===== src/rtl/rst_sequencer.sv =====
// ---------------------------------------------------------------------------
// rst_sequencer
//
// Staged reset-release controller placed directly after the reset
// synchronizer. After the synchronized system reset deasserts, the subsystem
// resets are released in a fixed order:
//   1. memory     (MEM_RST_) after a hold period,
//   2. reg file   (REG_RST_) once memory init reports ready, or on timeout,
//   3. CPU core   (CPU_RST_) a fixed gap after the register file.
// A synchronous warm-reset request (SOFT_RST_) puts every subsystem back into
// reset and restarts the hold period, without clearing the sticky timeout flag.
//
// Parameters
//   HOLD_CYCLES    (1..255) cycles all resets stay low after RST_ deasserts
//   STAGE_GAP      (1..255) cycles between REG_RST_ and CPU_RST_ release
//   MEM_TMO_CYCLES (1..255) longest wait for MEM_RDY before forcing release
//
// Ports
//   CLK        in   system clock, all state changes on posedge
//   RST_       in   asynchronous active-low reset (from synchronizer)
//   SOFT_RST_  in   synchronous active-low warm-reset request
//   MEM_RDY    in   memory initialisation complete (active high)
//   MEM_RST_   out  active-low reset to memory subsystem
//   REG_RST_   out  active-low reset to register file
//   CPU_RST_   out  active-low reset to CPU core
//   SEQ_DONE   out  high once fully released (RUN)
//   MEM_TMO    out  sticky: the memory-ready wait timed out
//
// Optional build macro RST_SEQ_DBG_EN adds:
//   SEQ_STATE  out [2:0] registered state encoding
//                        (ASSERT=0 HOLD=1 WAIT_MEM=2 REL_REG=3 RUN=4)
//   SOFT_CNT   out [7:0] accepted warm resets, saturating at 255
// ---------------------------------------------------------------------------
module rst_sequencer #(
  parameter int HOLD_CYCLES    = 16,
  parameter int STAGE_GAP      = 4,
  parameter int MEM_TMO_CYCLES = 200
) (
  input  logic       CLK,
  input  logic       RST_,
  input  logic       SOFT_RST_,
  input  logic       MEM_RDY,
  output logic       MEM_RST_,
  output logic       REG_RST_,
  output logic       CPU_RST_,
  output logic       SEQ_DONE,
  output logic       MEM_TMO
`ifdef RST_SEQ_DBG_EN
  ,
  output logic [2:0] SEQ_STATE,
  output logic [7:0] SOFT_CNT
`endif
);

  typedef enum logic [2:0] {
    S_ASSERT   = 3'd0,
    S_HOLD     = 3'd1,
    S_WAIT_MEM = 3'd2,
    S_REL_REG  = 3'd3,
    S_RUN      = 3'd4
  } state_t;

  // Counter reload values: a load of N-1 followed by the ==0 exit gives
  // exactly N edges spent in the stage.
  localparam logic [7:0] HOLD_LD = 8'(HOLD_CYCLES - 1);
  localparam logic [7:0] GAP_LD  = 8'(STAGE_GAP - 1);
  localparam logic [7:0] TMO_LD  = 8'(MEM_TMO_CYCLES - 1);

  state_t     state;
  logic [7:0] cnt;

`ifdef RST_SEQ_DBG_EN
  // Set while a warm-reset request is being held so a multi-cycle request
  // counts as one accepted warm reset.
  logic       soft_held;
  logic [7:0] soft_cnt;
  assign SEQ_STATE = state;
  assign SOFT_CNT  = soft_cnt;
`endif

  always_ff @(posedge CLK or negedge RST_) begin
    if (!RST_) begin
      state    <= S_ASSERT;
      cnt      <= 8'd0;
      MEM_RST_ <= 1'b0;
      REG_RST_ <= 1'b0;
      CPU_RST_ <= 1'b0;
      SEQ_DONE <= 1'b0;
      MEM_TMO  <= 1'b0;
`ifdef RST_SEQ_DBG_EN
      soft_held <= 1'b0;
      soft_cnt  <= 8'd0;
`endif
    end else begin
`ifdef RST_SEQ_DBG_EN
      soft_held <= 1'b0;
`endif
      case (state)
        S_ASSERT: begin
          // Warm reset is meaningless here: everything is already held.
          state    <= S_HOLD;
          cnt      <= HOLD_LD;
          MEM_RST_ <= 1'b0;
          REG_RST_ <= 1'b0;
          CPU_RST_ <= 1'b0;
          SEQ_DONE <= 1'b0;
        end

        S_HOLD, S_WAIT_MEM, S_REL_REG, S_RUN: begin
          if (!SOFT_RST_) begin
            // Warm reset outranks every other exit condition; holding it low
            // keeps reloading the counter so HOLD is stretched.
            state    <= S_HOLD;
            cnt      <= HOLD_LD;
            MEM_RST_ <= 1'b0;
            REG_RST_ <= 1'b0;
            CPU_RST_ <= 1'b0;
            SEQ_DONE <= 1'b0;
`ifdef RST_SEQ_DBG_EN
            soft_held <= 1'b1;
            if (!soft_held && soft_cnt != 8'hFF)
              soft_cnt <= soft_cnt + 8'd1;
`endif
          end else begin
            case (state)
              S_HOLD: begin
                if (cnt == 8'd0) begin
                  state    <= S_WAIT_MEM;
                  cnt      <= TMO_LD;
                  MEM_RST_ <= 1'b1;
                end else begin
                  cnt <= cnt - 8'd1;
                end
              end

              S_WAIT_MEM: begin
                // MEM_RDY is checked first so a ready on the timeout edge
                // does not raise the timeout flag.
                if (MEM_RDY) begin
                  state    <= S_REL_REG;
                  cnt      <= GAP_LD;
                  REG_RST_ <= 1'b1;
                end else if (cnt == 8'd0) begin
                  state    <= S_REL_REG;
                  cnt      <= GAP_LD;
                  REG_RST_ <= 1'b1;
                  MEM_TMO  <= 1'b1;
                end else begin
                  cnt <= cnt - 8'd1;
                end
              end

              S_REL_REG: begin
                if (cnt == 8'd0) begin
                  state    <= S_RUN;
                  CPU_RST_ <= 1'b1;
                  SEQ_DONE <= 1'b1;
                end else begin
                  cnt <= cnt - 8'd1;
                end
              end

              default: begin
                // RUN: terminal, resets stay released, MEM_RDY ignored.
                state <= S_RUN;
              end
            endcase
          end
        end

        default: begin
          // Corrupted state: fall back to the fully-held condition and let
          // the sequence restart from ASSERT.
          state    <= S_ASSERT;
          cnt      <= 8'd0;
          MEM_RST_ <= 1'b0;
          REG_RST_ <= 1'b0;
          CPU_RST_ <= 1'b0;
          SEQ_DONE <= 1'b0;
        end
      endcase
    end
  end

endmodule


===== config.mk =====
export PLATFORM = sky130hd
export DESIGN_NAME = rst_sequencer
export DESIGN_NICKNAME = d
export VERILOG_FILES = /design/src/rtl/rst_sequencer.sv
export SDC_FILE = /design/constraint.sdc
export NUM_CORES = 1
export LEC_CHECK = 0
export BUFFER_PORTS_ARGS = -buffer_cell sky130_fd_sc_hd__buf_2
export CORE_UTILIZATION = 45
export CTS_BUF_LIST = sky130_fd_sc_hd__clkbuf_2 sky130_fd_sc_hd__clkbuf_4 sky130_fd_sc_hd__clkbuf_8
export CTS_CLUSTER_DIAMETER = 50
export DETAILED_ROUTE_END_ITERATION = 8
export SYNTH_ARGS = -nofsm -noshare
export SYNTH_HDL_FRONTEND = slang
export SYNTH_SLANG_ARGS = --single-unit

===== constraint.sdc =====
create_clock -name CLK -period 2.1 [get_ports CLK]
set_input_delay 0 -clock CLK [delete_from_list [all_inputs] [get_ports CLK]]
set_output_delay 0 -clock CLK [all_outputs]
set_load 0.05 [all_outputs]

== After elaboration in Yosys (flattened, before gate mapping) ==
Cells that the tools add are included.

* Bits in latches: 0
* Output and inout bits: 5
* Flip-flop bits (word level): 15
* Memories: 0
* ROM bits: 0
* Bits of input ports: 4
* Bits in writable memories: 0
* Logic and storage cells: 56

* Reductions and logical operators: 9
* Equality and inequality tests: 14
* Shifts and indexed selects: 0
* $mul: 0
* Bitwise logic cells: 1
* Multiplexer cells: 25
* Order comparisons: 0
* Div/mod/pow operators: 0
* $add $sub $neg: 1

{| class="wikitable"
|+ Operators by type and width
! operator !! count
|-
| 2-to-1 mux 8 bit || 5
|-
| case mux 8 bit (3 select lines) || 1
|-
| inequality test 4 bit, second input constant || 4
|-
| case mux 8 bit (2 select lines) || 1
|-
| 2-to-1 mux 3 bit || 5
|-
| inequality test 3 bit, second input constant || 4
|-
| 2-to-1 mux 1 bit || 11
|-
| inequality test 5 bit, second input constant || 2
|-
| case mux 3 bit (3 select lines) || 1
|-
| zero test 8 bit || 1
|-
| AND reduction 2 bit || 4
|-
| subtractor 8 x 1 -> 8 bit, second input constant || 1
|-
| equality test 3 x 2 -> 1 bit, second input constant || 2
|-
| case mux 3 bit (2 select lines) || 1
|-
| AND reduction 5 bit || 1
|-
| OR reduction 4 bit || 1
|-
| equality test 3 x 1 -> 1 bit, second input constant || 1
|-
| equality test 3 bit, second input constant || 1
|-
| zero test 3 bit || 1
|-
| AND reduction 3 bit || 1
|-
| NOT 1 bit || 1
|}

== Longest topological paths before layout ==
Gate-level depths: netlist (run 1).

* Depth after elaboration: 6
* Mapped depth: 7
* Mapped depth without buffers: 7

== Worst setup path before layout (run 1) ==
No wires, ideal clock.

* Path kind: register to register
* Start: register cnt[0]
* End: register cnt[2]
* Cell stages (with the launch flop): 8
* Library setup time: 0.122 ns
* Path slack: 0.297 ns
* Arrival time: 1.681 ns
* Period minus slack after synthesis: 1.803 ns
* Required time: 1.978 ns
* Path buffers: 1
* Cell sequence: dfrtp_1 -> inv_1 -> ha_1 -> or4b_4 -> buf_6 -> o21ai_2 -> o2111ai_1 -> a32o_1

* Word-level cells in the longest chain between the ends: 6
* Elaborated cells between the ends (all ways): 11
* Classes of those cells: 1 x add/sub; 1 x eq/ne; 7 x mux; 2 x reduce/logical

{| class="wikitable"
|+ Ends and longest elaborated chain
! what !! RTL line !! source
|-
| start: declaration || 70 || <nowiki>logic [7:0] cnt;</nowiki>
|-
| start signal: assignment || 132 || <nowiki>cnt <= cnt - 8'd1;</nowiki>
|-
| start signal: assignment || 149 || <nowiki>cnt <= cnt - 8'd1;</nowiki>
|-
| start signal: assignment || 159 || <nowiki>cnt <= cnt - 8'd1;</nowiki>
|-
| subtractor 8 x 1 -> 8 bit / zero test 8 bit (equally long branches) || - ||
|-
| 2-to-1 mux 8 bit || 143 || <nowiki>end else if (cnt == 8'd0) begin</nowiki>
|-
| 2-to-1 mux 8 bit || 139 || <nowiki>if (MEM_RDY) begin</nowiki>
|-
| case mux 8 bit (3 select lines) || 125 || <nowiki>case (state)</nowiki>
|-
| 2-to-1 mux 8 bit || 110 || <nowiki>if (!SOFT_RST_) begin</nowiki>
|-
| case mux 8 bit (2 select lines) || 98 || <nowiki>case (state)</nowiki>
|}

Parallel ways exist; a longest one is shown, timed or not. The select of a mux whose other input is x is not followed.
A chain may end at the register's enable or synchronous reset.

== Worst setup path after layout (run 1) ==
Ends and elaborated chain as after synthesis.

==> results of run 1 <==
[layout by cell type, fill, tap and decap left out, types with 3 or more instances in the layout]
| master | Yosys | final |
|---|---|---|
| buf_4 | 3 | 5 |
| nor2_1 | 11 | 11 |
| a31oi_1 | 6 | 6 |
| dfrtp_1 | 15 | 15 |
| o21ai_0 | 5 | 5 |
| buf_2 | 2 | 8 |
| inv_1 | 10 | 10 |
| clkbuf_4 | 0 | 3 |
| nand3_1 | 6 | 6 |
| nand2_1 | 6 | 6 |
| nand2b_1 | 4 | 4 |
| a21oi_1 | 8 | 8 |
[state kept, by name, summed over array words and instances, names as in the netlist]
signal	flops
cnt	8
state	3
MEM_RST_	1
MEM_TMO	1
REG_RST_	1
SEQ_DONE	1
[where the power goes]
group	internal, mW	switching, mW
logic	0.0176	0.0266
registers	0.293	0.00548
clock network	0.0710	0.103
[worst reg2reg max path, stage by stage, from the launching register on]
cell and delay (ns):
dfrtp_1 0.43, inv_1 0.10, ha_1 0.16, or4b_4 0.51
o21ai_2 0.16, o2111ai_1 0.12, a32o_1 0.27
[cells by family after synthesis]
family / count (synthesis) / synth area share, %
AOI/OAI and AO/OA: 38 / 24.9
xor gates and xnor gates: 2 / 1.58
adders and majority gates: 2 / 2.25
buffers and inverters: 19 / 9.00
DFF: 15 / 33.7
muxes: 3 / 2.92
and+or+nand+nor: 46 / 25.6
[layout make-up]
class	count	area share (%)
Clock inverter	1	0.417
Tap cell	28	2.92
Timing Repair Buffer	14	7.30
Clock buffer	3	1.88
Inverter	10	3.13
Sequential cell	15	31.3
Multi-Input combinational cell	91	53.1
[stage by stage]
| step | power (mW) | cell area [um^2] | instances | hold slack (ns) | utilization (%) |
|---|---|---|---|---|---|
| final | 0.516 | 1200 | 162 | 0.0784 | 52.7 |
| after global routing | 0.537 | 1200 | 162 | 0.0853 | 52.7 |
| after CTS | 0.521 | 1200 | 162 | 0.0635 | 52.7 |
| after detailed placement | 0.346 | 1160 | 157 | -0.0696 | 51.1 |
| after global placement | 0.345 | 1160 | 157 | -0.0710 | 51.1 |
| after floorplan | 0.331 | 1110 | 125 | -0.296 | - |
[layer usage]
metal	GRT usage [%]	routed length, um	part of all wire (%)	vias up
li1	-	-	-	483
met1	31.8	1200	45	466
met2	31.8	1160	44	56
met3	6.43	229	8.6	8
met4	7.66	68	2.6	0
met5	0	0	0	-
[worst min path at each step]
stage | slack (ns) | to | depth (start not counted) | start
after floorplan | -0.30 | MEM_RST_$_DFFE_PN0P_ | 0 | RST_
after detailed placement | -0.07 | cnt[5]$_DFFE_PN0P_ | 1 | RST_
after global placement | -0.07 | cnt[5]$_DFFE_PN0P_ | 1 | RST_
after CTS | 0.06 | MEM_RST_$_DFFE_PN0P_ | 3 | SOFT_RST_
after global routing | 0.09 | MEM_TMO$_DFFE_PN0P_ | 3 | MEM_RDY
final | 0.08 | MEM_RST_$_DFFE_PN0P_ | 3 | SOFT_RST_
==> flow_summary.json, run 1 <==
{
  "pre_cts_slack_ns": 0.287,
  "die_area_um2": 2670,
  "setup_viol": 0,
  "grt_max_degree": 16,
  "clock_latency_ns": 0.30,
  "nFillCells": 211,
  "tightest_slew_ns": 0.439,
  "first_pass_iters": 4,
  "dieHeight_um": 51.7,
  "synth_top_area_cell": "dfrtp_1",
  "grt.overflow.total": 0,
  "post-cts-setup-buffer-count": 0,
  "outcome": "finished clean",
  "initial_utilization_pct": 48.9,
  "multi_input_area_um2": 637,
  "slowest_delay_ns": 0.51,
  "avgSynthCellArea_um2": 8.90,
  "crit_path_max_fanout": 6,
  "endpoint": "cnt[2]$_DFFE_PN0P_",
  "hp-class": "primary input to flop",
  "endpoint_kind": "flop",
  "regToRegSetupSlack_ns": 0.27,
  "first_iter_violations": 75,
  "report.final.slew_viol_count": 0,
  "detailed_place_hpwl_mm": 1.96,
  "fin_crit_sh_pct": 87.1,
  "synthCells": 125,
  "cts-root-buf": "clkbuf_4",
  "grt_setup_unrepaired": "no",
  "routedWlPerCell_um": 16.4,
  "cts_sinks": 15,
  "leakagePower_nw": 0.511,
  "core_area_um2": 2280,
  "maxSlewHeadroom_pct": 70.5,
  "vias": 1013,
  "r2r_cells": 6,
  "synthTopCellsByCount": "15 x dfrtp_1, 11 x nor2_1, 10 x inv_1",
  "synth_top_area_share_pct": 33.7,
  "htreeDepth": 1,
  "synth_cell_types": 51,
  "crit_start": "cnt[0]$_DFFE_PN0P_",
  "synth_area_leaders": "dfrtp_1 34%, nor2_1 3.7%, a21oi_1 3.6%, a31oi_1 3.4%, inv_1 3.4%",
  "cap_violations": 0,
  "area_growth_pct": 7.87,
  "rr_endpoint": "cnt[2]$_DFFE_PN0P_",
  "finalCriticalPeriod_ns": 1.83,
  "cts_buffers": 3,
  "antenna_found_initial": 0,
  "cts_buffer_depth": 2,
  "postCtsHoldBufs": 1,
  "vdd_drop_max_mv": 0.281,
  "cts_tree": "built",
  "synth_edf_count": 0,
  "synth_most_common_cell": "dfrtp_1",
  "finalHoldViolCount": 0,
  "ys_ff_latch": 15,
  "drt-vias-per-instance": 6.25,
  "cp_slowest_cell": "or4b_4",
  "io_buffers": 8,
  "tns_ns": 0,
  "drc": 0,
  "clk_pin_slew_ns": 0.10,
  "path_cells": "inv_1, ha_1, or4b_4, o21ai_2, o2111ai_1, a32o_1",
  "ctsResizeCount": 0,
  "grt_pass1_wl_mm": 4.35,
  "path_buf_inv": 1,
  "antenna_cells": 0,
  "syn_nets": 131,
  "gp_congestion": 0.956,
  "netlist_area_um2": 1110,
  "fmax_mhz": 547,
  "yosys_warnings": 0,
  "postRouteAntennaNets": 0,
  "crit_required_ns": 2.30,
  "cp.depth": 6,
  "drive_gt1_share_pct": 22.4,
  "cp_top_family": "compound AO/OA/AOI/OAI gates",
  "synthArstFlopShare_pct": 100,
  "clock_skew_ns": 0.0104,
  "synth_flop_cell": "dfrtp_1",
  "grt_pass1_vias": 897,
  "critical_path_class": "flop to flop",
  "die_w_um": 51.7,
  "ff_latch_area_um2": 375,
  "ios": 9,
  "power.density_nw_per_um2": 430,
  "setup_ws_ns": 0.270,
  "num_rows": 17,
  "ys_seq_area_share_pct": 33.7,
  "timing.rr.start": "cnt[0]$_DFFE_PN0P_",
  "track_usage_pct": 22.3,
  "cp.arrival_ns": 2.03,
  "cp-start-kind": "flop",
  "wl_mm": 2.66,
  "nNetsFinal": 141
}
No activity file was read; power rests on OpenSTA's default activity.
==> run 2, diff against run 1 <==
clock period = 1.8 ns   (was 2.1 ns; I/O delays follow)
==> flow_summary.json, run 2 (same netlist as run 1, synthesis figures left out) <==
{
  "setup_viol": 0,
  "vdd_drop_max_mv": 0.283,
  "die_area_um2": 2670,
  "biggestRegsByFlops": "cnt (8), state (3)",
  "gp_congestion": 0.892,
  "cap_violations": 0,
  "outcome": "finished clean",
  "ff_latch_area_um2": 375,
  "finalPower_mw": 0.640,
  "leakagePower_nw": 0.605,
  "finalCriticalPeriod_ns": 1.76,
  "die_w_um": 51.7,
  "first_iter_violations": 36,
  "vias": 1059,
  "postLayoutCellArea_um2": 1370,
  "cts_sinks": 15,
  "nNetsFinal": 156,
  "wl_mm": 2.96,
  "clock_latency_ns": 0.29,
  "cts-root-buf": "clkbuf_4",
  "antenna_found_initial": 0,
  "dpl_cell_area_um2": 1250,
  "cp_top_family": "simple AND/OR/NAND/NOR gates",
  "hp-class": "primary input to flop",
  "regToRegSetupSlack_ns": 0.04,
  "final_cell_mix": "20 x buf_4, 15 x dfrtp_1, 10 x nor2_1",
  "initial_utilization_pct": 48.9,
  "dieHeight_um": 51.7,
  "area_growth_pct": 22.8,
  "antenna_cells": 0,
  "endpoint_kind": "flop",
  "first_pass_iters": 4,
  "io_buffers": 8,
  "htreeDepth": 1,
  "num_rows": 17,
  "detailed_place_hpwl_mm": 2.14,
  "largest_reg_flops": 8,
  "multi_input_area_um2": 688,
  "critical_path_class": "flop to flop",
  "path_cells": "inv_2, ha_4, or4b_4, o21ai_2, o2111ai_1, a32o_1",
  "grt_max_degree": 16,
  "track_usage_pct": 25.2,
  "grt_pass1_vias": 1067,
  "fin_crit_sh_pct": 98.0,
  "drc": 0,
  "cts_tree": "built",
  "cp.arrival_ns": 1.95,
  "tightest_slew_ns": 0.423,
  "clock_skew_ns": 0.00687,
  "cp-start-kind": "flop",
  "drt-vias-per-instance": 5.98,
  "path_buf_inv": 1,
  "clk_pin_slew_ns": 0.09,
  "grt_pass1_wl_mm": 4.95,
  "whs_ns": 0.0768,
  "cts_buffer_depth": 2,
  "power.density_nw_per_um2": 468,
  "maxSlewHeadroom_pct": 71.7,
  "postRouteAntennaNets": 0,
  "finalHoldViolCount": 0,
  "report.final.slew_viol_count": 0,
  "cp_slowest_cell": "or4b_4",
  "grt_setup_unrepaired": "yes",
  "crit_path_max_fanout": 6,
  "final_common_cell": "buf_4",
  "core_area_um2": 2280,
  "largest_register": "cnt",
  "nFillCells": 203,
  "slowest_delay_ns": 0.52,
  "drive_gt1_share_pct": 34.2,
  "ios": 9,
  "routedWlPerCell_um": 16.7,
  "fmax_mhz": 567,
  "cts_buffers": 3,
  "grt.overflow.total": 0,
  "crit_required_ns": 1.98
}
-- run 2: cell count changes in the layout (fill, tap and decap cells not counted), sizes merged --
cell	change
clkbuf	+1
clkinv	-1
buf	+15
-- run 2: layer usage --
layer | global-route usage (%) | vias to the layer above | routed length (um)
li1 | - | 511 | -
met1 | 33.2 | 508 | 1370
met2 | 41.8 | 28 | 1430
met3 | 3.80 | 12 | 103
met4 | 8.56 | 0 | 63
met5 | 0 | - | 0
-- run 2: final timing paths --
kind | from | to | depth (start not counted)
setup / recovery | cnt[0]$_DFFE_PN0P_ | cnt[2]$_DFFE_PN0P_ | 6
hold / removal | SOFT_RST_ | MEM_RST_$_DFFE_PN0P_ | 3
setup reg to reg | cnt[0]$_DFFE_PN0P_ | cnt[2]$_DFFE_PN0P_ | 6
hold reg to reg | MEM_TMO$_DFFE_PN0P_ | MEM_TMO$_DFFE_PN0P_ | 1
max in group asynchronous | RST_ | cnt[7]$_DFFE_PN0P_ | 2
min in group asynchronous | RST_ | state[2]$_DFFE_PN0P_ | 2
-- run 2: final cells by class --
class,count,share of cell area [%]
clock buffers,4,2.20
inverters,10,2.75
repair buffers,29,14.7
flip-flops and latches,15,27.5
well taps,28,2.56
multi-input cells,91,50.4
-- run 2: tightest hold or removal path: cells and delay by family --
kind,cells,cell delay (ns)
and+or+nand+nor,1,0.05
buffers and inverters,2,0.29
-- run 2: where the power goes --
part           internal [mW]  switching (mW)  total (mW)
logic                 0.0357          0.0404      0.0761
clock network          0.101           0.116       0.217
registers              0.341         0.00512       0.346
total                  0.478           0.161       0.640
-- run 2: through the flow --
step                TNS, ns  setup slack, ns  std cells  util [%]
finish                    0           0.0355        177      60.0
detailed placement  -0.0302          -0.0181        169      55.1
CTS                       0          0.00763        176      57.8
global placement          0           0.0346        169      55.1
global route        -0.0891          -0.0302        177      60.0
floorplan                 0           0.0192        125         -
-- run 2: repair_timing --
item | in CTS | in global routing
pin swaps | 2 | 1
gates resized for setup | 1 | 11
cloned | 0 | 0
buffers inserted | 2 | 1
endpoints found under the setup margin | 2 | 12
endpoints found under the hold margin | 15 | 0
hold buffers | 1 | 0
